[config.mk]
export PLATFORM = sky130hd
export DESIGN_NAME = instr_encoder_writer
export DESIGN_NICKNAME = d
export VERILOG_FILES = /design/src/rtl/instr_encoder_writer.sv
export SDC_FILE = /design/constraint.sdc
export NUM_CORES = 1
export LEC_CHECK = 0
export ABC_AREA = 1
export CAP_MARGIN = 20
export CORE_UTILIZATION = 25
export CTS_BUF_LIST = sky130_fd_sc_hd__clkbuf_4 sky130_fd_sc_hd__clkbuf_8 sky130_fd_sc_hd__clkbuf_16
export DETAILED_ROUTE_END_ITERATION = 6
export PLACE_DENSITY = 0.5
export SYNTH_ARGS = -nofsm -noshare
export SYNTH_HDL_FRONTEND = slang
export SYNTH_SLANG_ARGS = --single-unit
[constraint.sdc]
create_clock -name clk -period 3.5 [get_ports clk]
set_clock_uncertainty 0.05 [all_clocks]
set_input_delay 0.525 -clock clk [delete_from_list [all_inputs] [get_ports clk]]
set_output_delay 0.525 -clock clk [all_outputs]
set_load 0.03 [all_outputs]
[src/rtl/instr_encoder_writer.sv]
// ---------------------------------------------------------------------------
// instr_encoder_writer
//
// Boot-time program loader. It takes one abstract instruction per handshake
// (operation code plus rd/rs1/rs2/imm fields), turns it into RV32I machine
// code and writes the words one after another into instruction memory. The
// pseudo-instruction LI expands into a LUI/ADDI pair, so it writes two words.
//
// Parameters
//   ADDR_W     byte-address width of the imem write port
//   BASE_ADDR  byte address of the first word after reset or addr_clr
//
// Ports
//   clk          system clock, rising edge
//   rst          asynchronous, active-high reset
//   in_valid     instruction fields valid
//   in_ready     encoder can accept (high only while idle)
//   in_op        operation: 0 LW,1 SW,2 ADD,3 SUB,4 AND,5 OR,6 SLT,7 ADDI,
//                8 ANDI,9 ORI,10 SLTI,11 BEQ,12 BNE,13 BLT,14 BGE,15 JAL,
//                16 JALR,17 LUI,18 LI; 19-31 are illegal
//   in_rd        destination register
//   in_rs1       source register 1
//   in_rs2       source register 2
//   in_imm       immediate (byte offset, LUI upper bits in [19:0], LI value)
//   addr_clr     reload the write address with BASE_ADDR
//   imem_we      one-cycle write strobe per word
//   imem_addr    byte address of the word being written
//   imem_wdata   encoded instruction word
//   err          one-cycle pulse when an illegal op is accepted
//   word_cnt     number of words written since reset (wraps)
// ---------------------------------------------------------------------------
module instr_encoder_writer #(
   parameter int          ADDR_W    = 12,
   parameter int unsigned BASE_ADDR = 0
) (
   input  logic              clk,
   input  logic              rst,
   input  logic              in_valid,
   output logic              in_ready,
   input  logic [4:0]        in_op,
   input  logic [4:0]        in_rd,
   input  logic [4:0]        in_rs1,
   input  logic [4:0]        in_rs2,
   input  logic [31:0]       in_imm,
   input  logic              addr_clr,
   output logic              imem_we,
   output logic [ADDR_W-1:0] imem_addr,
   output logic [31:0]       imem_wdata,
   output logic              err,
   output logic [15:0]       word_cnt
);

   // Abstract operation codes accepted on in_op.
   localparam logic [4:0] OP_LW   = 5'd0;
   localparam logic [4:0] OP_SW   = 5'd1;
   localparam logic [4:0] OP_ADD  = 5'd2;
   localparam logic [4:0] OP_SUB  = 5'd3;
   localparam logic [4:0] OP_AND  = 5'd4;
   localparam logic [4:0] OP_OR   = 5'd5;
   localparam logic [4:0] OP_SLT  = 5'd6;
   localparam logic [4:0] OP_ADDI = 5'd7;
   localparam logic [4:0] OP_ANDI = 5'd8;
   localparam logic [4:0] OP_ORI  = 5'd9;
   localparam logic [4:0] OP_SLTI = 5'd10;
   localparam logic [4:0] OP_BEQ  = 5'd11;
   localparam logic [4:0] OP_BNE  = 5'd12;
   localparam logic [4:0] OP_BLT  = 5'd13;
   localparam logic [4:0] OP_BGE  = 5'd14;
   localparam logic [4:0] OP_JAL  = 5'd15;
   localparam logic [4:0] OP_JALR = 5'd16;
   localparam logic [4:0] OP_LUI  = 5'd17;
   localparam logic [4:0] OP_LI   = 5'd18;

   // RV32I major opcodes.
   localparam logic [6:0] OPC_LOAD   = 7'b0000011;
   localparam logic [6:0] OPC_STORE  = 7'b0100011;
   localparam logic [6:0] OPC_REG    = 7'b0110011;
   localparam logic [6:0] OPC_IMM    = 7'b0010011;
   localparam logic [6:0] OPC_BRANCH = 7'b1100011;
   localparam logic [6:0] OPC_JAL    = 7'b1101111;
   localparam logic [6:0] OPC_JALR   = 7'b1100111;
   localparam logic [6:0] OPC_LUI    = 7'b0110111;

   // The base address is forced word-aligned so imem_addr[1:0] can never
   // pick up stray low bits from a misconfigured parameter.
   localparam logic [ADDR_W-1:0] L_BASE_RAW = ADDR_W'(BASE_ADDR);
   localparam logic [ADDR_W-1:0] L_BASE     = {L_BASE_RAW[ADDR_W-1:2], 2'b00};
   localparam logic [ADDR_W-1:0] L_STEP     = ADDR_W'(4);

   typedef enum logic [1:0] {
      IDLE,
      EMIT,
      EMIT_LO
   } stateT;

   stateT             r_state;
   logic [31:0]       r_loWord;
   logic              r_isLi;
   logic [ADDR_W-1:0] r_addr;
   logic [15:0]       r_wordCnt;
   logic              r_we;
   logic [31:0]       r_wdata;
   logic              r_err;

   logic              w_legal;
   logic [31:0]       w_firstWord;
   logic [31:0]       w_liLoWord;

   // Build the first (or only) machine word for an operation. For LI this is
   // the LUI half; the +0x800 pre-compensates for the sign extension that the
   // following ADDI applies to its low 12 bits.
   function automatic logic [31:0] encodeWord(
      input logic [4:0]  op,
      input logic [4:0]  rd,
      input logic [4:0]  rs1,
      input logic [4:0]  rs2,
      input logic [31:0] imm
   );
      logic [31:0] liHi;
      liHi = imm + 32'h0000_0800;
      case (op)
         OP_LW:   encodeWord = {imm[11:0], rs1, 3'b010, rd, OPC_LOAD};
         OP_SW:   encodeWord = {imm[11:5], rs2, rs1, 3'b010, imm[4:0], OPC_STORE};
         OP_ADD:  encodeWord = {7'b0000000, rs2, rs1, 3'b000, rd, OPC_REG};
         OP_SUB:  encodeWord = {7'b0100000, rs2, rs1, 3'b000, rd, OPC_REG};
         OP_AND:  encodeWord = {7'b0000000, rs2, rs1, 3'b111, rd, OPC_REG};
         OP_OR:   encodeWord = {7'b0000000, rs2, rs1, 3'b110, rd, OPC_REG};
         OP_SLT:  encodeWord = {7'b0000000, rs2, rs1, 3'b010, rd, OPC_REG};
         OP_ADDI: encodeWord = {imm[11:0], rs1, 3'b000, rd, OPC_IMM};
         OP_ANDI: encodeWord = {imm[11:0], rs1, 3'b111, rd, OPC_IMM};
         OP_ORI:  encodeWord = {imm[11:0], rs1, 3'b110, rd, OPC_IMM};
         OP_SLTI: encodeWord = {imm[11:0], rs1, 3'b010, rd, OPC_IMM};
         OP_BEQ:  encodeWord = {imm[12], imm[10:5], rs2, rs1, 3'b000,
                                imm[4:1], imm[11], OPC_BRANCH};
         OP_BNE:  encodeWord = {imm[12], imm[10:5], rs2, rs1, 3'b001,
                                imm[4:1], imm[11], OPC_BRANCH};
         OP_BLT:  encodeWord = {imm[12], imm[10:5], rs2, rs1, 3'b100,
                                imm[4:1], imm[11], OPC_BRANCH};
         OP_BGE:  encodeWord = {imm[12], imm[10:5], rs2, rs1, 3'b101,
                                imm[4:1], imm[11], OPC_BRANCH};
         OP_JAL:  encodeWord = {imm[20], imm[10:1], imm[11], imm[19:12],
                                rd, OPC_JAL};
         OP_JALR: encodeWord = {imm[11:0], rs1, 3'b000, rd, OPC_JALR};
         OP_LUI:  encodeWord = {imm[19:0], rd, OPC_LUI};
         OP_LI:   encodeWord = {liHi[31:12], rd, OPC_LUI};
         default: encodeWord = 32'h0000_0000;
      endcase
   endfunction

   // Decode legality and precompute both words while the fields are still on
   // the input bus, so the FSM only has to capture results at the accept edge.
   always_comb begin
      w_legal     = (in_op <= OP_LI);
      w_firstWord = encodeWord(in_op, in_rd, in_rs1, in_rs2, in_imm);
      w_liLoWord  = {in_imm[11:0], in_rd, 3'b000, in_rd, OPC_IMM};
   end

   // Main sequencer. Every output is a register updated here. The write
   // strobe for a word is raised at the edge that enters its write cycle, so
   // imem_we/imem_wdata line up with the current address register. A clear
   // request always wins over the post-write increment, which means a word
   // being written during the clear still lands at the old address.
   always_ff @(posedge clk or posedge rst) begin
      if (rst) begin
         r_state   <= IDLE;
         r_loWord  <= 32'h0000_0000;
         r_isLi    <= 1'b0;
         r_addr    <= L_BASE;
         r_wordCnt <= 16'h0000;
         r_we      <= 1'b0;
         r_wdata   <= 32'h0000_0000;
         r_err     <= 1'b0;
      end else begin
         r_we  <= 1'b0;
         r_err <= 1'b0;

         case (r_state)
            IDLE: begin
               if (in_valid) begin
                  if (w_legal) begin
                     r_we     <= 1'b1;
                     r_wdata  <= w_firstWord;
                     r_loWord <= w_liLoWord;
                     r_isLi   <= (in_op == OP_LI);
                     r_state  <= EMIT;
                  end else begin
                     r_err <= 1'b1;
                  end
               end
            end
            EMIT: begin
               if (r_isLi) begin
                  r_we    <= 1'b1;
                  r_wdata <= r_loWord;
                  r_state <= EMIT_LO;
               end else begin
                  r_state <= IDLE;
               end
            end
            EMIT_LO: begin
               r_state <= IDLE;
            end
            default: begin
               r_state <= IDLE;
            end
         endcase

         if (r_we) begin
            r_wordCnt <= r_wordCnt + 16'd1;
         end

         if (addr_clr) begin
            r_addr <= L_BASE;
         end else if (r_we) begin
            r_addr <= r_addr + L_STEP;
         end
      end
   end

   assign in_ready   = (r_state == IDLE);
   assign imem_we    = r_we;
   assign imem_addr  = r_addr;
   assign imem_wdata = r_wdata;
   assign err        = r_err;
   assign word_cnt   = r_wordCnt;

endmodule

==> reports/metrics.json <==
{
  "floorplan": {
    "initial_utilization_pct": 25.9,
    "core_region_mm2": 0.0205,
    "die-height_um": 148,
    "ios": 119,
    "floorplan.die.width_um": 148,
    "die_footprint_mm2": 0.0218,
    "floorplan.rows": 52
  },
  "routing": {
    "wl_per_cell_um": 15.6,
    "postRouteAntennaNets": 0,
    "routed-via-count": 5629,
    "dr.pass1.iters": 6,
    "drt_drc_violations_left": 0,
    "routed_wl_um": 18600,
    "vias_per_cell": 4.71,
    "drt_iter0_markers": 386
  },
  "logic_synthesis": {
    "ys_warn_count": 0,
    "top_cells_by_area_in_the_synthesized_netlist": "dfrtp_1 (38%), nand2_1 (18%), nor2_1 (8.5%), a21oi_1 (8.1%), inv_1 (5.2%)",
    "synth_most_common_cell": "nand2_1",
    "yosysSeqAreaShare_pct": 37.7,
    "synth.avg_cell_area_um2": 6.56,
    "synth_cell_type_count": 38,
    "synthArstFlopShare_pct": 100,
    "synth.cells.most_frequent": "nand2_1 (253), nor2_1 (120), a21oi_1 (86), dfrtp_1 (80), inv_1 (74)",
    "synth.largest_area_cell": "dfrtp_1",
    "netlist_instances": 809,
    "yosys_most_used_dff": "dfrtp_1",
    "syn-cell-area_mm2": 0.00531,
    "yosys.area.top_type_share_pct": 37.7,
    "synth-seq-cells": 80,
    "synth_edf_count": 0
  },
  "place": {
    "gp_routability_congestion": 0.903,
    "io_buffers": 116,
    "detailed_place_hpwl_um": 14400
  },
  "clocking": {
    "post_cts_resized": 0,
    "numClockSinks": 80,
    "worstSkewPairLatency_ps": 330,
    "tritoncts_clock_tree": "done",
    "clkSlewWorstSetupHoldPaths_ps": 60,
    "number_of_buffers_on_the_longest_clock_path": 2,
    "number_of_buffers_created_by_cts": 9,
    "htree_num_levels": 3,
    "post_cts_repair_timing_setup_buffer_count": 0,
    "buffer_type_at_the_clock_tree_root": "clkbuf_16",
    "holdBufCountCts": 0
  },
  "global_routing": {
    "first_global_vias": 5293,
    "grt_first_pass_wirelength_um": 29700,
    "antenna_found_initial": 0,
    "groute.usage.overall_pct": 17.6,
    "globalRoute.totalOverflow": 0,
    "grt_start_max_net_pins": 42
  },
  "timing": {
    "fmax_mhz": 384,
    "timing_hold_violations_final": 0,
    "rsz0062_at_grt": "false",
    "tns_ps": 0,
    "worst-slew-pin-transition_ps": 922,
    "timing.max_slew.rel_slack_pct": 38.5,
    "finalWorstPathRequiredPeriod_ps": 2600,
    "setup_violations": 0,
    "timing.final.crit_share_pct": 74.4,
    "timing.final.max_slew_violations": 0
  },
  "critical_path": {
    "path_max_fanout": 10,
    "reg2regPathDepth": 5,
    "endpoint_of_the_most_critical_register_to_register_path": "imem_wdata[4]",
    "timing.setup.critical_path_class": "in -> reg",
    "ff2ff_setup_slack_ps": 1150,
    "cp_cell_sequence": "clkdlybuf4s50_1, nand3_1, nor2_2, buf_4, inv_1, nand2_1, nor2_1, nand2_2, nand2_1, nand3_1, nand2_1, a21oi_1",
    "setup.worst_path.start_class": "input pin",
    "worstSetupStartpoint": "in_op[1]",
    "cp-end-kind": "flip-flop",
    "cp_common_cell": "nand2_1",
    "required_ps": 3700,
    "slowest_delay_ps": 660,
    "critical_path_capture_point": "imem_wdata[27]",
    "timing.critical_path.slowest_stage_cell": "clkdlybuf4s50_1",
    "launching_point_of_the_worst_reg2reg_path": "r_state[1]",
    "worst-endpoint-arrival_ps": 2810
  },
  "layout": {
    "final_core_util_pct": 34.4,
    "final_stage_net_count": 979,
    "areaGrowthSynthToFinish_pct": 33.0,
    "fraction_of_final_layout_cells_with_drive_strength_greater_than_1_pct": 4.33,
    "antenna-diode-count": 0
  },
  "outcome": {
    "run_status": "complete, no violations"
  },
  "power": {
    "power_per_cell_area_mw_per_mm2": 446,
    "p_leak_nw": 3.34,
    "vdd_ir_drop_max_v": 0.000258
  },
  "worst_hold_path": {
    "hp-start": "r_loWord[4]",
    "holdCritPathClass": "reg -> reg"
  },
  "job": {
    "drv.max_cap_violation_count": 0
  }
}
==> worst max-delay path: cells and delay by family <==
kind	cells	cell delay, ps
buffers and inverters	3	1030
AOI/OAI and AO/OA	1	170
and+or+nand+nor	8	1080
==> metal layers <==
layer  global-route usage (%)  part of all wire, %
met2                     25.9                   43
met1                     26.4                   50
met3                     2.44                  6.0
met5                        0                    0
met4                     5.31                  1.7
==> state kept, by name (all words and copies together) (netlist names) <==
signal	flops
err	1
imem_wdata	31
imem_addr	10
imem_we	1
r_isLi	1
r_loWord	18
word_cnt	16
r_state	2
==> metrics by stage <==
step	worst slack, ps	power, mW	hold slack (ps)	instance area (µm²)	instances
6_report	896	3.15	401	7060	1194
2_1_floorplan	873	1.72	370	5310	810
4_1_cts	949	3.18	400	7060	1194
5_1_grt	703	3.31	440	7060	1194
3_5_place_dp	599	2.17	386	6750	1179
3_3_place_gp	638	2.17	395	6750	1179
==> where the power goes <==
part | internal (mW) | switching, mW
Sequential | 1.07 | 0.108
Combinational | 0.374 | 0.602
Clock | 0.634 | 0.362
==> final cells by class <==
class | count | area (µm²)
timing repair buffer | 126 | 1250
fill | 2257 | 13400
tap | 270 | 338
multi-input combinational | 627 | 2870
sequential | 80 | 2000
clock inverter | 4 | 70.1
inverter | 76 | 287
clock buffer | 11 | 240
==> layout by cell type, fill, tap and decap left out, drive strengths merged, types with 2 or more instances in the layout <==
cell / instances
a21o: 2
a21oi: 87
and2: 2
buf: 10
bufinv: 2
clkbuf: 11
clkdlybuf4s50: 116
clkinv: 3
conb: 2
dfrtp: 80
ha: 3
inv: 75
nand2: 254
nand3: 53
nand4: 14
nor2: 126
nor3: 7
o21a: 2
o21ai: 39
o21bai: 5
o22ai: 6
o31ai: 2
xnor2: 7
xor2: 10
==> worst min path at each step <==
| stage | to | depth (start not counted) | slack (ps) |
|---|---|---|---|
| 2_1_floorplan | r_loWord[4] | 2 | 370 |
| 3_3_place_gp | r_loWord[4] | 2 | 400 |
| 3_5_place_dp | r_loWord[4] | 2 | 390 |
| 4_1_cts | r_loWord[4] | 2 | 400 |
| 5_1_grt | r_loWord[4] | 2 | 440 |
| 6_report | r_loWord[4] | 2 | 400 |
==> cells by family after synthesis <==
kind of cell,share of synthesized area (%)
XOR/XNOR,2.81
adder cells (fa/ha/maj),0.707
AO/OA/AOI/OAI,14.7
flip-flops,37.7
other,0.0707
AND/OR/NAND/NOR,35.8
buffers and inverters,8.21
(Power assumes the default switching activity.)
